`src/rtl/adc_scan_ctrl.sv`:
```
`default_nettype none
// ============================================================================
// Module      : adc_scan_ctrl
// Description : SPI scan controller for a two-channel 12-bit ADC. Frames
//               alternate CH0 (accelerator) and CH1 (light sensor). Each
//               frame drives chip select low for 18 SCK periods plus a
//               leading half period. It shifts out the 4-bit command
//               (start, SGL, channel, MSBF) and captures the 12-bit result.
//               It then publishes the result with a one-cycle valid pulse.
// Options     : define ADC_AVG_EN to publish CH0 as the average of the last
//               four CH0 samples instead of the latest sample alone.
// Revision    : 1.0 - initial release
// ============================================================================
module adc_scan_ctrl #(
  parameter int unsigned SCK_DIV = 25,  // clk cycles per SCK half-period
  parameter int unsigned CS_IDLE = 50   // minimum clk cycles with CS high
) (
  input  logic        clk,
  input  logic        rst_n,
  input  logic        en_i,
  input  logic        spi_dout_i,
  output logic        spi_sck_o,
  output logic        spi_ad_o,
  output logic        spi_din_o,
  output logic [7:0]  adc_accel_o,
  output logic [11:0] adc_cds_o,
  output logic        accel_vld_o,
  output logic        cds_vld_o,
  output logic        busy_o
);

  localparam int unsigned DIV_W  = (SCK_DIV > 1) ? $clog2(SCK_DIV) : 1;
  localparam int unsigned IDLE_W = (CS_IDLE > 0) ? $clog2(CS_IDLE + 1) : 1;

  localparam logic [DIV_W-1:0]  DIV_LAST  = DIV_W'(SCK_DIV - 1);
  localparam logic [DIV_W-1:0]  DIV_ONE   = DIV_W'(1);
  localparam logic [IDLE_W-1:0] IDLE_LAST = IDLE_W'(CS_IDLE);
  localparam logic [IDLE_W-1:0] IDLE_ONE  = IDLE_W'(1);

  // A frame is 37 SCK half-phases (0..36). Odd phases are SCK high, so
  // rising edge k starts phase 2k-1. Phase 36 is the trailing low half
  // after rising edge 18, which keeps CS low for a full 18 SCK periods
  // measured from the leading half period.
  localparam logic [5:0] HALF_LAST   = 6'd36;
  localparam logic [5:0] HALF_SAMPLE = 6'd12;  // phase before rising edge 7

  typedef enum logic [1:0] {
    ST_IDLE = 2'd0,
    ST_XFER = 2'd1,
    ST_DONE = 2'd2
  } state_t;

  state_t              state_q, state_d;
  logic [IDLE_W-1:0]   idle_q,  idle_d;
  logic [DIV_W-1:0]    div_q,   div_d;
  logic [5:0]          half_q,  half_d;
  logic                ch_q,    ch_d;
  logic [11:0]         shift_q, shift_d;
  logic                sck_q,   sck_d;
  logic                ad_q,    ad_d;
  logic                din_q,   din_d;
  logic [7:0]          accel_q, accel_d;
  logic [11:0]         cds_q,   cds_d;
  logic                accel_vld_q, accel_vld_d;
  logic                cds_vld_q,   cds_vld_d;

`ifdef ADC_AVG_EN
  // hist_q[3] is the oldest CH0 sample, hist_q[0] the newest.
  logic [3:0][11:0]    hist_q, hist_d;
  logic [13:0]         sum_q,  sum_d;
`endif

  // Next-state, counters, result capture and SPI pin values.
  always_comb begin
    state_d     = state_q;
    idle_d      = idle_q;
    div_d       = div_q;
    half_d      = half_q;
    ch_d        = ch_q;
    shift_d     = shift_q;
    sck_d       = 1'b0;
    ad_d        = 1'b1;
    din_d       = 1'b0;
    accel_d     = accel_q;
    cds_d       = cds_q;
    accel_vld_d = 1'b0;
    cds_vld_d   = 1'b0;
`ifdef ADC_AVG_EN
    hist_d      = hist_q;
    sum_d       = sum_q;
`endif

    unique case (state_q)
      ST_IDLE: begin
        div_d  = '0;
        half_d = '0;
        // Saturate so that a long EN-low period still allows a prompt start.
        if (idle_q != IDLE_LAST) begin
          idle_d = idle_q + IDLE_ONE;
        end
        if (en_i && (idle_q == IDLE_LAST)) begin
          state_d = ST_XFER;
          idle_d  = '0;
        end
      end

      ST_XFER: begin
        if (div_q == DIV_LAST) begin
          div_d = '0;
          if (half_q == HALF_LAST) begin
            state_d = ST_DONE;
            if (!ch_q) begin
`ifdef ADC_AVG_EN
              sum_d   = sum_q - {2'b00, hist_q[3]} + {2'b00, shift_q};
              hist_d  = {hist_q[2:0], shift_q};
              accel_d = sum_d[13:6];
`else
              accel_d = shift_q[11:4];
`endif
              accel_vld_d = 1'b1;
            end else begin
              cds_d     = shift_q;
              cds_vld_d = 1'b1;
            end
          end else begin
            half_d = half_q + 6'd1;
            // Leaving an even phase is a rising SCK edge; edges 7..18
            // carry B11..B0, edges up to 6 (incl. the null bit) are ignored.
            if (!half_q[0] && (half_q >= HALF_SAMPLE)) begin
              shift_d = {shift_q[10:0], spi_dout_i};
            end
          end
        end else begin
          div_d = div_q + DIV_ONE;
        end
      end

      ST_DONE: begin
        state_d = ST_IDLE;
        idle_d  = '0;
        div_d   = '0;
        half_d  = '0;
        ch_d    = ~ch_q;
      end

      default: begin
        state_d = ST_IDLE;
        idle_d  = '0;
        div_d   = '0;
        half_d  = '0;
      end
    endcase

    // Pin values follow the upcoming phase so that they leave registers.
    // DIN only moves on low phases, so it is stable around each rising edge.
    if (state_d == ST_XFER) begin
      ad_d  = 1'b0;
      sck_d = half_d[0];
      if (half_d[0]) begin
        din_d = din_q;
      end else begin
        case (half_d[5:1])
          5'd0:    din_d = 1'b1;   // start
          5'd1:    din_d = 1'b1;   // single-ended
          5'd2:    din_d = ch_q;   // channel select
          5'd3:    din_d = 1'b1;   // MSB first
          default: din_d = 1'b0;
        endcase
      end
    end
  end

  // State, counters and output registers with asynchronous clear.
  always_ff @(posedge clk or negedge rst_n) begin
    if (!rst_n) begin
      state_q     <= ST_IDLE;
      idle_q      <= '0;
      div_q       <= '0;
      half_q      <= '0;
      ch_q        <= 1'b0;
      shift_q     <= '0;
      sck_q       <= 1'b0;
      ad_q        <= 1'b1;
      din_q       <= 1'b0;
      accel_q     <= '0;
      cds_q       <= '0;
      accel_vld_q <= 1'b0;
      cds_vld_q   <= 1'b0;
    end else begin
      state_q     <= state_d;
      idle_q      <= idle_d;
      div_q       <= div_d;
      half_q      <= half_d;
      ch_q        <= ch_d;
      shift_q     <= shift_d;
      sck_q       <= sck_d;
      ad_q        <= ad_d;
      din_q       <= din_d;
      accel_q     <= accel_d;
      cds_q       <= cds_d;
      accel_vld_q <= accel_vld_d;
      cds_vld_q   <= cds_vld_d;
    end
  end

`ifdef ADC_AVG_EN
  // CH0 averaging history and its running sum.
  always_ff @(posedge clk or negedge rst_n) begin
    if (!rst_n) begin
      hist_q <= '0;
      sum_q  <= '0;
    end else begin
      hist_q <= hist_d;
      sum_q  <= sum_d;
    end
  end
`endif

  assign spi_sck_o   = sck_q;
  assign spi_ad_o    = ad_q;
  assign spi_din_o   = din_q;
  assign adc_accel_o = accel_q;
  assign adc_cds_o   = cds_q;
  assign accel_vld_o = accel_vld_q;
  assign cds_vld_o   = cds_vld_q;
  assign busy_o      = ~ad_q;

endmodule
`default_nettype wire

```
`config.mk`:
```
export PLATFORM = sky130hd
export DESIGN_NAME = adc_scan_ctrl
export DESIGN_NICKNAME = d
export VERILOG_FILES = /design/src/rtl/adc_scan_ctrl.sv
export SDC_FILE = /design/constraint.sdc
export NUM_CORES = 1
export LEC_CHECK = 0
export ABC_AREA = 1
export CAP_MARGIN = 20
export CORE_ASPECT_RATIO = 0.5
export CORE_MARGIN = 3
export CORE_UTILIZATION = 29
export CTS_CLUSTER_SIZE = 20
export DETAILED_ROUTE_END_ITERATION = 6
export HOLD_SLACK_MARGIN = 0.05
export PLACE_DENSITY = 0.57
export SYNTH_ARGS = -nofsm -noshare
export SYNTH_HDL_FRONTEND = slang
export SYNTH_SLANG_ARGS = --single-unit
```
`constraint.sdc`:
```
create_clock -name clk -period 1.9 [get_ports clk]
set_input_delay 0.19 -clock clk [delete_from_list [all_inputs] [get_ports clk]]
set_output_delay 0.19 -clock clk [all_outputs]
set_load 0.05 [all_outputs]
```
==> results by group, run 1 <==
Outcome
  • Status: finished, final reports clean

Pwr
  • P_leak: 1.61 nW
  • Peak supply drop: about 0.4 mV
  • Power density over the cells: 871 mW/mm^2

Route
  • Vias per inst: 4.29
  • Number of DRC markers in iteration 0: 135
  • Post-DRT Antenna Nets: 0
  • DRC: 0
  • DR pass1 iterations: 4
  • Avg WL per Cell: 11.3 microns
  • Final wirelength: 5040 microns
  • DR vias: 1906

Synthesis
  • Share of flip-flops with an asynchronous set or reset: 100%
  • Synth Area in Compound Gates: 11.7%
  • Largest family of logic cells by synthesized area: simple AND/OR/NAND/NOR gates
  • Sequential share of the synthesized area: 53.3%
  • Post-synthesis mux area share: 0%
  • Synth Area in Simple Gates: a little over a fifth
  • Cell count after synthesis: 285
  • Adder-Cell Fraction of Synth Area: 2.80%
  • Synthesized flop and latch total: between 50 and 60
  • Post-Syn Nets: 295
  • Syn. warnings: 0
  • EDFF count, synth: 0
  • Yosys cell types: 26
  • Synth Flop Type: dfrtp_1
  • Syn Std Cell Area: 0.00268 sq mm
  • Post-Synth XOR/XNOR Area: 1.64%
  • Syn avg cell area: 9.39 sq um

Worst setup path
  • FF-to-FF Start: half_q[0]$_DFF_PN0_
  • WS Path Type: reg2out
  • Worst EP arrival: 1.57 ns
  • CP endpoint kind: output port
  • Max FO, Critical Path: 2
  • Worst R2R Path Depth: 9
  • Type of origin of the critical path: register
  • Critical Path RT: 1.71 ns
  • Setup crit start: spi_ad_o$_DFF_PN1_

Timing
  • Slew HR: 66.1%
  • Final Hold Viols: 0
  • Final TNS setup: 0 ns
  • Fin crit period: ~1.8 ns
  • Endpoints failing setup: 0
  • Worst-Margin Slew: slightly above 0.5 ns
  • Slew Viols, Final: 0
  • RSZ-0062 raised after global routing: no
  • Maximum clock rate: 0.567 GHz
  • Final Skew: 0.00728 ns
  • WHS: about 0.40 ns
  • Final period util: 92.8%

Global routing
  • Largest net degree at the start of global routing: a little under 60
  • Global route total overflow: 0
  • First-pass GRT wire length: 9050 microns
  • Global Route Usage Sum: 11.0%
  • Vias in the first global route: roughly 1900
  • Antenna violations before repair: 0

Clocking
  • H-tree depth: 3
  • Clock buffer count from CTS: 9
  • Post-CTS setup buffers: 0
  • Root Driver: clkbuf_16
  • Clock Tree Buf Depth: 2
  • Clock Pin Slew Worst Setup and Hold Paths: 0.05 ns
  • Later-pin clock latency in the skew report: ~0.33 ns
  • CTS tree: yes
  • CTS sink count: 57

Final layout
  • Share of cells above drive strength 1: a little under a fifth
  • Ant diodes: 0
  • Nets@finish: between 300 and 400
  • Area grow syn2layout: 26.6%

Die
  • Die area: 0.0105 sq mm
  • I/O Pins: 30
  • Starting Density: approximately 30%
  • Chip width: 142 microns
  • DIE HEIGHT: about 74 microns
  • Cell Rows: 24
  • CORE AREA: 0.00883 sq mm

Worst hold path
  • Hold Crit Class: in2async

Flow run
  • Maxcap violations: 0

Place
  • Routability congestion estimate: 0.889
  • Buffers on Ports: 29
  • Post-DP HPWL: around 3500 microns
==> per-stage QoR <==
stage                     instance area, sq um  power [mW]  std cells  setup slack, ns  utilization, %
final                                     3390        2.95        444            0.137            38.4
after global routing                      3390        3.05        444           0.0211            38.4
after CTS                                 3390        2.99        444            0.117            38.4
after detailed placement                  3070        1.28        427            0.143            34.7
after global placement                    3070        1.27        427            0.215            34.7
after floorplan                           2680        1.24        285            0.361               -
==> final timing paths <==
kind	end	slack (ns)
min in group clk	adc_cds_o[3]$_DFFE_PN0P_	0.48
worst max register to register	adc_cds_o[4]$_DFFE_PN0P_	0.15
worst min register to register	adc_cds_o[3]$_DFFE_PN0P_	0.48
worst min-delay path	idle_q[5]$_DFFE_PN0P_	0.40
max in group asynchronous	spi_ad_o$_DFF_PN1_	1.23
worst max-delay path	busy_o	0.14
==> metal layers <==
| layer | part of all wire [%] | up-vias | GRT usage [%] |
|---|---|---|---|
| met5 | 0 | - | 0 |
| met4 | 2.2 | 0 | 4.68 |
| li1 | - | 959 | - |
| met1 | 46 | 904 | 12.8 |
| met2 | 46 | 34 | 18.4 |
| met3 | 4.8 | 9 | 4.56 |
==> registers in the layout (all words and copies together), names as in the netlist <==
register,count
adc_accel_o,8
half_q,6
spi_sck_o,1
spi_ad_o,1
div_q,5
accel_vld_o,1
idle_q,6
cds_vld_o,1
shift_q,12
spi_din_o,1
ch_q,1
adc_cds_o,12
state_q,2
==> where the power goes <==
part / switching, mW / internal [mW]
Combinational: 0.0258 / 0.0107
Clock: 0.554 / 1.14
Sequential: 0.000328 / 1.22
Total: 0.580 / 2.37
==> logic make-up after synthesis <==
logic type	Yosys count
AND/OR/NAND/NOR	117
flip-flops	57
buffers and inverters	55
AO/OA/AOI/OAI	45
adder cells (fa/ha/maj)	6
XOR/XNOR	5
==> cell usage in the layout (no fill, tap or decap) <==
master	instances
nor2_1	18
clkinvlp_4	2
nand2_4	3
nor3_1	1
buf_4	2
xnor2_1	2
dfstp_2	1
nand3_4	1
o21ai_1	9
nand2_2	10
a21oi_1	2
nand4_1	1
xor2_1	3
clkbuf_16	9
nand3b_1	1
buf_2	1
o21ai_0	11
nor2_8	1
o21ai_2	21
nand3_2	1
nor2_4	2
inv_2	1
nand2_1	62
dfrtp_1	56
inv_1	48
buf_12	1
ha_1	6
a31oi_2	1
dlygate4sd3_1	1
clkinv_2	1
a22oi_1	1
nand3_1	16
bufinv_16	2
clkbuf_1	2
clkdlybuf4s50_1	27
==> worst max-delay path, cell delays in order, from the launching register on <==
cell	delay (ns)
dfstp_2	0.53
inv_1	0.04
clkdlybuf4s50_1	0.68
==> synth_stat cells (3+ instances only) <==
cell      n  area [sq um]
inv_1    48           180
nand2_2  10          62.6
nand3_1  16          80.1
buf_6     6          67.6
o21ai_0  11          55.1
nor2_1   18          67.6
nand2_4   3          33.8
o21ai_2  21           184
o21ai_1   9          45.0
ha_1      6          75.1
dfrtp_1  56          1400
xor2_1    3          26.3
nand2_1  62           233
==> timing repair <==
action / CTS / global route
endpoints found under the hold margin: 56 / 0
gates resized for setup: 0 / 0
hold buffers: 1 / 0
==> area by class of cell <==
| cell class | instances | area [sq um] |
|---|---|---|
| clock buffer | 11 | 233 |
| clock inverter | 5 | 80.1 |
| fill | 893 | 5440 |
| inverter | 49 | 184 |
| multi-input combinational | 173 | 998 |
| sequential | 57 | 1430 |
| tap | 117 | 146 |
| timing repair buffer | 32 | 320 |
Power figures use the tool's default switching activity.
==> inputs of run 2 (changes only) <==
GPL_TIMING_DRIVEN = 0   (was unset)
==> run 2 against run 1 <==
Net effect: worst hold slack got worse by 0.063 ns; critical endpoint is now spi_ad_o; total power fell by 7.4%; largest power group unchanged; flip-flop and latch count did not move; global-route usage increased by 0.37 points; clock-buffer cell count decreased by 2; critical path depth down 1; critical path type unchanged; non-clock buffer count is 5 higher; worst setup slack got worse by 0.076 ns.
==> results by group, run 2 (synthesized netlist as in run 1, its figures left out) <==
Outcome
  • Status: finished, final reports clean

Place
  • Area post-placement: 0.00313 sq mm
  • Post-DP HPWL: between 3000 and 4000 microns
  • Buffers on Ports: 29
  • Routability congestion estimate: 0.820

Worst setup path
  • Max FO, Critical Path: 2
  • Slowest cell on crit path: clkdlybuf4s50_1
  • Critical Path RT: 1.71 ns
  • Worst EP arrival: 1.65 ns
  • WS Path Type: reg2out
  • Type of origin of the critical path: register
  • Worst path top cell family by delay: buffers and inverters
  • Crit-path max cell delay: 0.79 ns
  • CP bufs+invs: 1
  • CP Cell Sequence: clkdlybuf4s50_1
  • CP endpoint kind: output port

Pwr
  • Power, Total: 2.73 mW
  • Peak supply drop: 0.459 mV
  • Power density over the cells: around 800 mW/mm^2
  • P_leak: 1.63 nW

Final layout
  • Most frequent cells in the layout: nand2_1 (62), dfrtp_1 (56), inv_1 (48)
  • Share of cells above drive strength 1: 19.9%
  • Design area: around 0.0034 sq mm
  • Commonest non-fill, non-tap cell in the layout: nand2_1
  • Nets@finish: 337
  • Ant diodes: 0
  • Area grow syn2layout: 27.7%

Route
  • DR vias: 1964
  • Vias per inst: 4.37
  • DRC: 0
  • Post-DRT Antenna Nets: 0
  • DR pass1 iterations: 6
  • Number of DRC markers in iteration 0: between 150 and 200
  • Avg WL per Cell: 12.0 microns
  • Final wirelength: 5410 microns

Die
  • DIE HEIGHT: 73.9 microns
  • Starting Density: 30.3%
  • I/O Pins: 30
  • Cell Rows: 24
  • Chip width: 142 microns
  • CORE AREA: 0.00883 sq mm
  • Die area: 0.0105 sq mm

Clocking
  • Clock buffer count from CTS: 9
  • CTS tree: yes
  • Post-CTS setup buffers: 0
  • H-tree depth: 3
  • Root Driver: clkbuf_16
  • CTS sink count: 57
  • Later-pin clock latency in the skew report: 0.33 ns
  • Post-cts gate resize count: 0
  • Clock Tree Buf Depth: 2
  • Clock Pin Slew Worst Setup and Hold Paths: 0.05 ns

Timing
  • Final period util: a little over nine tenths
  • Fin crit period: 1.84 ns
  • Endpoints failing setup: 0
  • Slew Viols, Final: 0
  • Worst-Margin Slew: about 0.51 ns
  • Final TNS setup: 0 ns
  • RSZ-0062 raised after global routing: no
  • Final Hold Viols: 0
  • Maximum clock rate: 0.544 GHz
  • Final Skew: 0.00857 ns
  • Slew HR: 66.1%

Flow run
  • Maxcap violations: 0

Global routing
  • Largest net degree at the start of global routing: 42
  • Antenna violations before repair: 0
  • Global route total overflow: 0
  • First-pass GRT wire length: 9400 microns
  • Global Route Usage Sum: 11.4%
  • Vias in the first global route: 2000

Worst hold path
  • Hold Crit Class: in2async
run 2: area by class of cell:
class | count | area [sq um]
sequential | 57 | 1430
fill | 875 | 5410
multi-input combinational | 173 | 998
clock buffer | 9 | 225
timing repair buffer | 31 | 315
buffer | 6 | 67.6
clock inverter | 7 | 53.8
tap | 117 | 146
inverter | 49 | 184
run 2: through the flow:
step / hold slack [ns] / std cells / utilization [%] / worst slack, ns
6_report: 0.332 / 449 / 38.7 / 0.0612
5_1_grt: 0.375 / 449 / 38.7 / 0.00646
4_1_cts: 0.342 / 449 / 38.7 / 0.0459
3_5_place_dp: 0.148 / 432 / 35.4 / 0.205
3_3_place_gp: 0.471 / 431 / 35.3 / -1.10
2_1_floorplan: -0.106 / 285 / - / 0.361
run 2: worst paths after layout:
path | start | end | slack, ns | cells past startpoint
setup / recovery | spi_ad_o$_DFF_PN1_ | spi_ad_o | 0.06 | 1
hold / removal | rst_n | idle_q[3]$_DFFE_PN0P_ | 0.33 | 2
setup reg to reg | half_q[0]$_DFF_PN0_ | adc_cds_o[6]$_DFFE_PN0P_ | 0.20 | 10
hold reg to reg | adc_cds_o[2]$_DFFE_PN0P_ | adc_cds_o[2]$_DFFE_PN0P_ | 0.48 | 2
max in group asynchronous | rst_n | accel_vld_o$_DFF_PN0_ | 1.02 | 3
min in group clk | spi_dout_i | shift_q[0]$_DFFE_PN0P_ | 0.48 | 3
run 2: where the power goes:
group / leakage (nW) / internal [mW] / switching, mW
combinational: 0.768 / 0.0105 / 0.0266
clock: 0.128 / 0.888 / 0.593
sequential: 0.731 / 1.22 / 0.000346
run 2: metal layers:
layer	routed length, microns	GRT usage, %
met5	0	0
met3	220	4.43
met4	85	3.62
met1	2460	13.4
met2	2640	19.6
run 2: timing repair:
action                                 CTS  global route
setup endpoints to repair                0             0
endpoints found under the hold margin   15             0
hold buffers                             1             0
==> inputs of run 3 (changes only) <==
CORE_ASPECT_RATIO = 1.1   (was 0.5)
==> run 3 against run 2 <==
Net effect: maximum frequency is 0.27% higher; clock power fell by 13%; clock-buffer cell count rose by 1; flip-flop and latch count stayed put; die area decreased by 0.66%; critical path type unchanged; largest cell class unchanged; highest routed layer unchanged.
==> results by group, run 3 (synthesized netlist as in run 1, its figures left out) <==
Pwr
  • Power density over the cells: 755 mW/mm^2
  • Peak supply drop: 0.428 mV
  • P_leak: roughly 1.6 nW
  • Power, Total: 2.54 mW

Timing
  • Final Hold Viols: 0
  • Slew HR: 65.7%
  • Fin crit period: approximately 1.8 ns
  • Endpoints failing setup: 0
  • RSZ-0062 raised after global routing: no
  • Slew Viols, Final: 0
  • Worst-Margin Slew: 0.513 ns
  • Final TNS setup: 0 ns
  • Final period util: 96.5%
  • Final Skew: 0.00750 ns
  • WHS: roughly 0.34 ns
  • Maximum clock rate: about 0.55 GHz

Final layout
  • Nets@finish: 337
  • Multi-input gate area: approximately 1000 sq um
  • Non-filler instance count after layout: between 400 and 500
  • Most frequent cells in the layout: nand2_1 (62), dfrtp_1 (56), inv_1 (47)
  • Ant diodes: 0
  • Commonest non-fill, non-tap cell in the layout: nand2_1
  • FF+latch area: 0.00143 sq mm
  • Share of cells above drive strength 1: 20.2%
  • Util after Layout: 37.7%
  • Area grow syn2layout: 25.6%
  • # fillers: 913

Global routing
  • Vias in the first global route: around 1900
  • Antenna violations before repair: 0
  • Global route total overflow: 0
  • Largest net degree at the start of global routing: 40
  • First-pass GRT wire length: just under 9000 microns
  • Global Route Usage Sum: 10.6%

Worst setup path
  • Critical Path RT: 1.71 ns
  • CP bufs+invs: 1
  • Max FO, Critical Path: 2
  • Crit-path max cell delay: slightly below 0.8 ns
  • Type of origin of the critical path: register
  • Worst path top cell family by delay: buffers and inverters
  • CP Cell Sequence: clkdlybuf4s50_1
  • Worst EP arrival: 1.64 ns
  • Slowest cell on crit path: clkdlybuf4s50_1
  • WS Path Type: reg2out
  • CP endpoint kind: output port

Route
  • DR vias: 1931
  • DR pass1 iterations: 4
  • Post-DRT Antenna Nets: 0
  • Final wirelength: 5180 microns
  • Vias per inst: 4.33
  • Number of DRC markers in iteration 0: between 60 and 70
  • DRC: 0
  • Avg WL per Cell: roughly 12 microns

Die
  • DIE HEIGHT: 107 microns
  • Die area: 0.0104 sq mm
  • I/O Pins: 30
  • Chip width: 97.6 microns
  • CORE AREA: roughly 0.0089 sq mm
  • Cell Rows: 36
  • Starting Density: 30.0%

Place
  • Post-DP HPWL: about 3700 microns
  • Routability congestion estimate: 0.817
  • Buffers on Ports: 29
  • Cells after DPL: 429

Clocking
  • H-tree depth: 3
  • Later-pin clock latency in the skew report: 0.33 ns
  • CTS sink count: 57
  • Clock Tree Buf Depth: 2
  • Clock buffer count from CTS: 9
  • Post-CTS setup buffers: 0
  • Root Driver: clkbuf_8
  • Clock Pin Slew Worst Setup and Hold Paths: 0.07 ns
  • CTS tree: yes

Worst hold path
  • Hold Crit Class: in2async

Outcome
  • Status: finished, final reports clean

Flow run
  • Maxcap violations: 0
-- run 3: changes by cell type in the layout (fill, tap and decap cells not counted) --
cell / delta
clkbuf_16: -9
inv_1: -1
bufinv_16: +2
clkinvlp_4: -2
inv_6: -1
inv_2: +1
clkbuf_8: +10
-- run 3: final timing paths --
check                                         start                    endpoint  slack, ns  cells after the start
setup / recovery                 spi_ad_o$_DFF_PN1_                    spi_ad_o       0.07                      1
hold / removal                                rst_n       idle_q[2]$_DFFE_PN0P_       0.34                      2
setup reg to reg                half_q[0]$_DFF_PN0_   adc_cds_o[11]$_DFFE_PN0P_       0.26                     10
hold reg to reg            adc_cds_o[2]$_DFFE_PN0P_    adc_cds_o[2]$_DFFE_PN0P_       0.48                      2
max in group asynchronous                     rst_n  adc_accel_o[7]$_DFFE_PN0P_       1.00                      3
min in group clk                         spi_dout_i      shift_q[0]$_DFFE_PN0P_       0.43                      3
-- run 3: layer usage --
| layer | routed length [microns] | vias to the layer above | track usage, % |
|---|---|---|---|
| met4 | 41 | 0 | 2.67 |
| li1 | - | 976 | - |
| met1 | 2370 | 907 | 13.2 |
| met2 | 2500 | 40 | 17.3 |
| met3 | 275 | 8 | 4.23 |
| met5 | 0 | - | 0 |
-- run 3: stage by stage --
| step | area (sq um) | setup slack [ns] |
|---|---|---|
| 3_5_place_dp | 3130 | 0.201 |
| 5_1_grt | 3360 | 0.0236 |
| 3_3_place_gp | 3110 | -1.24 |
| 6_report | 3360 | 0.0661 |
| 2_1_floorplan | 2680 | 0.361 |
| 4_1_cts | 3360 | 0.0471 |
-- run 3: repair_timing --
action,4_1_cts,5_1_grt
hold buffers,1,0
endpoints found under the hold margin,17,0
resized for setup,0,1
endpoints found under the setup margin,0,1
-- run 3: cell type report --
type,instances,share of cell area [%]
flip-flops and latches,57,42.4
well taps,114,4.24
repair buffers,31,9.37
clock inverters,6,2.68
inverters,49,5.47
multi-input cells,173,29.7
clock buffers,10,4.09
plain buffers,6,2.01
-- run 3: power breakdown --
group | total [mW] | internal [mW] | switching (mW)
clock network | 1.29 | 0.778 | 0.510
registers | 1.21 | 1.21 | 0.000290
logic | 0.0369 | 0.0105 | 0.0264
total | 2.54 | 2.00 | 0.537
